$ cat config.mk
export PLATFORM = sky130hd
export DESIGN_NAME = seq_divider
export DESIGN_NICKNAME = d
export VERILOG_FILES = /design/src/rtl/seq_divider.sv
export SDC_FILE = /design/constraint.sdc
export NUM_CORES = 1
export LEC_CHECK = 0
export BUFFER_PORTS_ARGS = -buffer_cell sky130_fd_sc_hd__buf_2
export CORE_UTILIZATION = 66
export DETAILED_ROUTE_END_ITERATION = 8
export GPL_TIMING_DRIVEN = 0
export PLACE_DENSITY = 0.87
export SLEW_MARGIN = 20
export SYNTH_ARGS = -nofsm -noshare
export SYNTH_HDL_FRONTEND = slang
export SYNTH_SLANG_ARGS = --single-unit
$ cat constraint.sdc
create_clock -name clk -period 8.14 [get_ports clk]
set_clock_uncertainty 0.15 [all_clocks]
set_input_delay 0.814 -clock clk [delete_from_list [all_inputs] [get_ports clk]]
set_output_delay 0.814 -clock clk [all_outputs]
set_load 0.01 [all_outputs]
$ cat src/rtl/seq_divider.sv
// seq_divider: multi-cycle radix-2 restoring divider for RV32M DIV/DIVU/REM/REMU.
// One quotient bit is produced per CALC cycle. A FIX cycle applies the sign
// correction and the divide-by-zero / signed-overflow results. The final
// DONE cycle presents the registered result together with a one-cycle done pulse.
module seq_divider #(
    parameter int N = 32
) (
    input  logic         clk,
    input  logic         rst,
    input  logic         start_in,
    input  logic [1:0]   op_in,
    input  logic [N-1:0] A_in,
    input  logic [N-1:0] B_in,
    output logic         busy_out,
    output logic         done_out,
    output logic [N-1:0] result_out
);

    // Counter must hold the value N itself, hence the extra bit.
    localparam int CW = $clog2(N) + 1;
    localparam logic [N-1:0] MIN_VAL = {1'b1, {(N-1){1'b0}}};

    typedef enum logic [1:0] {
        IDLE = 2'd0,
        CALC = 2'd1,
        FIX  = 2'd2,
        DONE = 2'd3
    } state_t;

    state_t state;
    state_t state_next;

    // Operation bookkeeping captured at start.
    // op[0] = 1 selects unsigned, op[1] = 1 selects remainder.
    logic [1:0]    op_q;
    logic [N-1:0]  a_orig;
    logic [N-1:0]  b_orig;
    logic [N-1:0]  b_mag;
    logic          sign_a;
    logic          sign_b;

    // Iteration registers: partial remainder R (N+1 bits) and quotient/dividend Q.
    logic [N:0]    rem_q;
    logic [N-1:0]  quo_q;
    logic [CW-1:0] count;

    // Operand preparation for the start cycle.
    logic          in_sign_a;
    logic          in_sign_b;
    logic [N-1:0]  in_mag_a;
    logic [N-1:0]  in_mag_b;

    // One restoring step.
    logic [2*N:0]  shift_pair;
    logic [N:0]    shifted;
    logic [N:0]    trial;
    logic          trial_ok;
    logic [N-1:0]  quo_step;
    logic          calc_last;

    // Final result selection.
    logic [N-1:0]  rem_low;
    logic [N-1:0]  quo_final;
    logic [N-1:0]  rem_final;
    logic          div_by_zero;
    logic          signed_ovf;
    logic [N-1:0]  fix_result;

    // Signed ops record operand signs and use magnitudes.
    // Unsigned ops pass operands through with the signs cleared.
    // The magnitude of the most negative value wraps to 2^(N-1), which is
    // exactly the unsigned value wanted.
    always_comb begin
        in_sign_a = ~op_in[0] & A_in[N-1];
        in_sign_b = ~op_in[0] & B_in[N-1];
        in_mag_a  = in_sign_a ? (-A_in) : A_in;
        in_mag_b  = in_sign_b ? (-B_in) : B_in;
    end

    // Shift {R,Q} left by one and trial-subtract the divisor from the new R.
    // Because R < |B| before the shift, the shifted R is below 2|B|. The N+1-bit
    // difference therefore never overflows, and its top bit is a true sign bit.
    always_comb begin
        shift_pair = {rem_q, quo_q} << 1;
        shifted    = shift_pair[2*N:N];
        trial      = shifted - {1'b0, b_mag};
        trial_ok   = ~trial[N];
        quo_step   = shift_pair[N-1:0] | {{(N-1){1'b0}}, trial_ok};
        calc_last  = (count == CW'(1));
    end

    // Sign correction plus the special cases.
    // Divide-by-zero takes precedence over signed overflow, and both override
    // the value the iteration produced.
    always_comb begin
        rem_low     = rem_q[N-1:0];
        quo_final   = (sign_a ^ sign_b) ? (-quo_q) : quo_q;
        rem_final   = sign_a ? (-rem_low) : rem_low;
        div_by_zero = (b_orig == '0);
        signed_ovf  = ~op_q[0] & (a_orig == MIN_VAL) & (b_orig == '1);
        if (div_by_zero) begin
            fix_result = op_q[1] ? a_orig : '1;
        end else if (signed_ovf) begin
            fix_result = op_q[1] ? '0 : a_orig;
        end else begin
            fix_result = op_q[1] ? rem_final : quo_final;
        end
    end

    // State register. Reset returns to IDLE from any state, aborting the operation.
    always_ff @(posedge clk) begin
        if (rst) begin
            state <= IDLE;
        end else begin
            state <= state_next;
        end
    end

    // Next-state logic and status outputs.
    // busy covers CALC, FIX and DONE; done is high in DONE only.
    always_comb begin
        state_next = state;
        busy_out   = 1'b0;
        done_out   = 1'b0;
        case (state)
            IDLE: begin
                if (start_in) begin
                    state_next = CALC;
                end
            end
            CALC: begin
                busy_out = 1'b1;
                if (calc_last) begin
                    state_next = FIX;
                end
            end
            FIX: begin
                busy_out   = 1'b1;
                state_next = DONE;
            end
            DONE: begin
                busy_out   = 1'b1;
                done_out   = 1'b1;
                state_next = IDLE;
            end
            default: begin
                state_next = IDLE;
            end
        endcase
    end

    // Datapath registers: capture operands in IDLE, iterate in CALC, and
    // register the result in FIX so that it is stable from DONE until the next FIX.
    always_ff @(posedge clk) begin
        if (rst) begin
            op_q       <= '0;
            a_orig     <= '0;
            b_orig     <= '0;
            b_mag      <= '0;
            sign_a     <= 1'b0;
            sign_b     <= 1'b0;
            rem_q      <= '0;
            quo_q      <= '0;
            count      <= '0;
            result_out <= '0;
        end else begin
            case (state)
                IDLE: begin
                    if (start_in) begin
                        op_q   <= op_in;
                        a_orig <= A_in;
                        b_orig <= B_in;
                        sign_a <= in_sign_a;
                        sign_b <= in_sign_b;
                        b_mag  <= in_mag_b;
                        quo_q  <= in_mag_a;
                        rem_q  <= '0;
                        count  <= CW'(N);
                    end
                end
                CALC: begin
                    rem_q <= trial_ok ? trial : shifted;
                    quo_q <= quo_step;
                    count <= count - CW'(1);
                end
                FIX: begin
                    result_out <= fix_result;
                end
                default: begin
                end
            endcase
        end
    end

endmodule

==> results.toml <==
[setup_path]
r2r_slack_ns = 4.40
crit_chain = "inv_1 > ha_1 > fa_1 > nor2b_1 > o21a_1 > o211ai_1 > a31oi_1 > nor4_1 > nor4_4 > nor2_1 > a22oi_1 > o21ai_0"
critPathMaxStageDelay_ns = 0.59
cp_slowest_cell = "nor4_4"
cp_data_required_time_ns = 8.38
crit_type = "register to register"
cp_max_fo = 8
reg2reg_from = "quo_q[31]"
cp-startpoint = "quo_q[31]"
worst_ep_arrival_time_ns = 3.99
cp-start-kind = "register"
cp-end-kind = "register"

[placement]
portBuffers = 102
place_congestion = 1.03
dpl.hpwl_um = 32300
dpl_cell_area_um2 = 13700
place_ws_ns = 4.25

[cts]
clock-sinks = 203
post_cts_buffers = 0
clk_path_buf_depth = 3
cts-root-buf = "clkbuf_16"
cts_resized = 0
cts_tree = "built"
ctsHtreeMaxLevel = 1
numCtsBuffers = 23
hold_buffers = 0
clk-insertion-delay-late_ns = 0.52
cts.clk_slew.worst_paths_ns = 0.06

[floorplan]
die-area_um2 = 20000
num_rows = 50
io_pins = 103
die_w_um = 141
coreArea_um2 = 18900
die_y_um = 141
start_util = 0.679

[timing]
max_freq_mhz = 267
whs_ns = 0.309
slew_violations = 0
hold_viol = 0
fin_crit_sh = 0.460
setup_tns_ns = 0
slew_headroom = 0.317
setup_ws_ns = 4.40
setup-violations-final = 0
fin_crit_ns = 3.74
rsz0062_at_grt = "no"
tightest_slew_ns = 1.02

[pwr]
switchingPower_mw = 2.02
p_per_area_nw_per_um2 = 316
pwr-share-clk = 0.227
max-vdd-ir-drop_mv = 0.376
power_mw = 4.55
p_leak_nw = 5.60
seqPwrFrac = 0.320
p_int_mw = 2.53
p_comb_frac = 0.453
switching_share = 0.443

[global_route]
antenna_found_initial = 1
overflow = 0
grt_pass1_wl_um = 67700
grt_pass1_vias = 12900
grtUsageTotal = 0.427
grt_max_degree = 13

[synth]
synth_top_family_by_area = "compound AO/OA/AOI/OAI gates"
synthMuxAreaShare = 0.0144
ys.flop_type = "dfxtp_1"
ys_seq_elements = 203
yosysSeqAreaShare = 0.317
ys_warn_count = 0
yosys.area_share.adder = 0.0435
synth_async_sr_flop_share = 0
synth-xor-area-share = 0.101
syn_inst = 1711
syn_area_um2 = 12800
synth_edf_count = 0
synth_area_per_cell_um2 = 7.50
ys_types = 77
yosys.area_share.simple = 0.220
synth_nets = 1824
synth_compound_area_frac = 0.254

[drt]
drc = 1
viasPerCell = 6.61
first_iter_violations = 1907
vias = 14000
postRouteAntennaNets = 0
finalWirelength_um = 42700
drtPass1Iterations = 9
drt-wirelength-per-cell_um = 20.3

[flow_run]
maxCapViolCount = 0

[layout]
nNetsFinal = 1951
area_growth_pct = 12.2
drive_gt1_frac = 0.0914
insertedDiodeCount = 0
design_area_um2 = 14400

[run_status]
outcome = "complete, but fails checks"
violations = "design-rule violations"

[min_path]
hp-start = "b_mag[31]"
hp-class = "register to register"
[metrics by stage]
step,utilization,cells
detailed placement,0.723,2073
global placement,0.723,2073
floorplan,-,1711
CTS,0.762,2110
global route,0.762,2110
finish,0.762,2110
[registers in the layout, summed over array words and instances (netlist names), 2 cells and up]
register,count
result_out,32
rem_q,32
state,2
quo_q,32
a_orig,32
b_mag,31
count,6
b_orig,32
op_q,2
[area by class of cell]
type                       count  area [um2]
sequential                   203        4060
buffer                       108         449
clock inverter                 9         130
fill                        1448        4500
multi-input combinational   1347        8120
clock buffer                  28         594
inverter                      53         199
tap                          260         325
timing repair buffer         102         510
[synth_stat cells (all sizes together) (10+ instances only)]
library cell	instances	area, um2
a21o	15	113
o211ai	24	180
inv	53	199
xor2	78	683
o21ai	133	666
or3	15	93.8
o41ai	13	129
nand4	12	75.1
nor2	128	480
xnor2	70	613
mux2i	17	170
o31ai	28	238
nand3	16	85.1
buf	14	96.3
a311oi	10	87.6
nand2	317	1190
clkbuf	94	353
nand2b	19	119
a21oi	173	866
dfxtp	203	4060
nor4	36	268
ha	43	538
or4	10	82.6
nor3	31	155
a211oi	35	268
a31oi	12	75.1
[layer usage]
metal | GRT usage | up-vias | wire length [um]
li1 | - | 6316 | -
met2 | 0.661 | 1034 | 18000
met4 | 0.192 | 0 | 2320
met3 | 0.102 | 227 | 5660
met5 | 0 | - | 0
met1 | 0.567 | 6374 | 16800
[path summary, 6_finish.rpt]
path / to / cells after the start
hold / removal: b_mag[31] / 2
setup / recovery: rem_q[23] / 12
hold reg to reg: b_mag[31] / 2
setup reg to reg: rem_q[23] / 12
[logic make-up after synthesis]
logic type	count (synthesis)
AO/OA/AOI/OAI	517
XOR/XNOR	148
adder cells (fa/ha/maj)	44
buffers and inverters	161
flip-flops	203
multiplexers	18
AND/OR/NAND/NOR	620
[worst max-delay path: cells and delay by family, from the launching register on]
kind,cells,cell delay (ns)
adders and majority gates,2,0.68
AOI/OAI and AO/OA,5,1.08
DFF,1,0.35
buffers and inverters,1,0.12
and+or+nand+nor,4,1.23
[power groups by stage]
stage	Combinational (mW)	Clock, mW	Sequential [mW]
floorplan	1.41	0	1.39
CTS	1.98	1.02	1.44
global placement	1.91	0	1.45
global route	2.24	1.06	1.47
detailed placement	1.96	0	1.46
finish	2.06	1.03	1.46
[cells in the final DEF (no fill, tap or decap), drive strengths merged, types with 10 or more instances in the layout]
master and instances:
nand2 317, dfxtp 203, a21oi 173, o21ai 133, nor2 128, clkbuf 122
buf 116, xor2 78, xnor2 70, inv 54, ha 43, nor4 36
a211oi 35, nor3 31, o31ai 28, o211ai 24, nand2b 19, mux2i 17
nand3 16, or3 15, a21o 15, o41ai 13, a31oi 12, nand4 12
a311oi 10, or4 10
No activity file was read; power rests on OpenSTA's default activity.
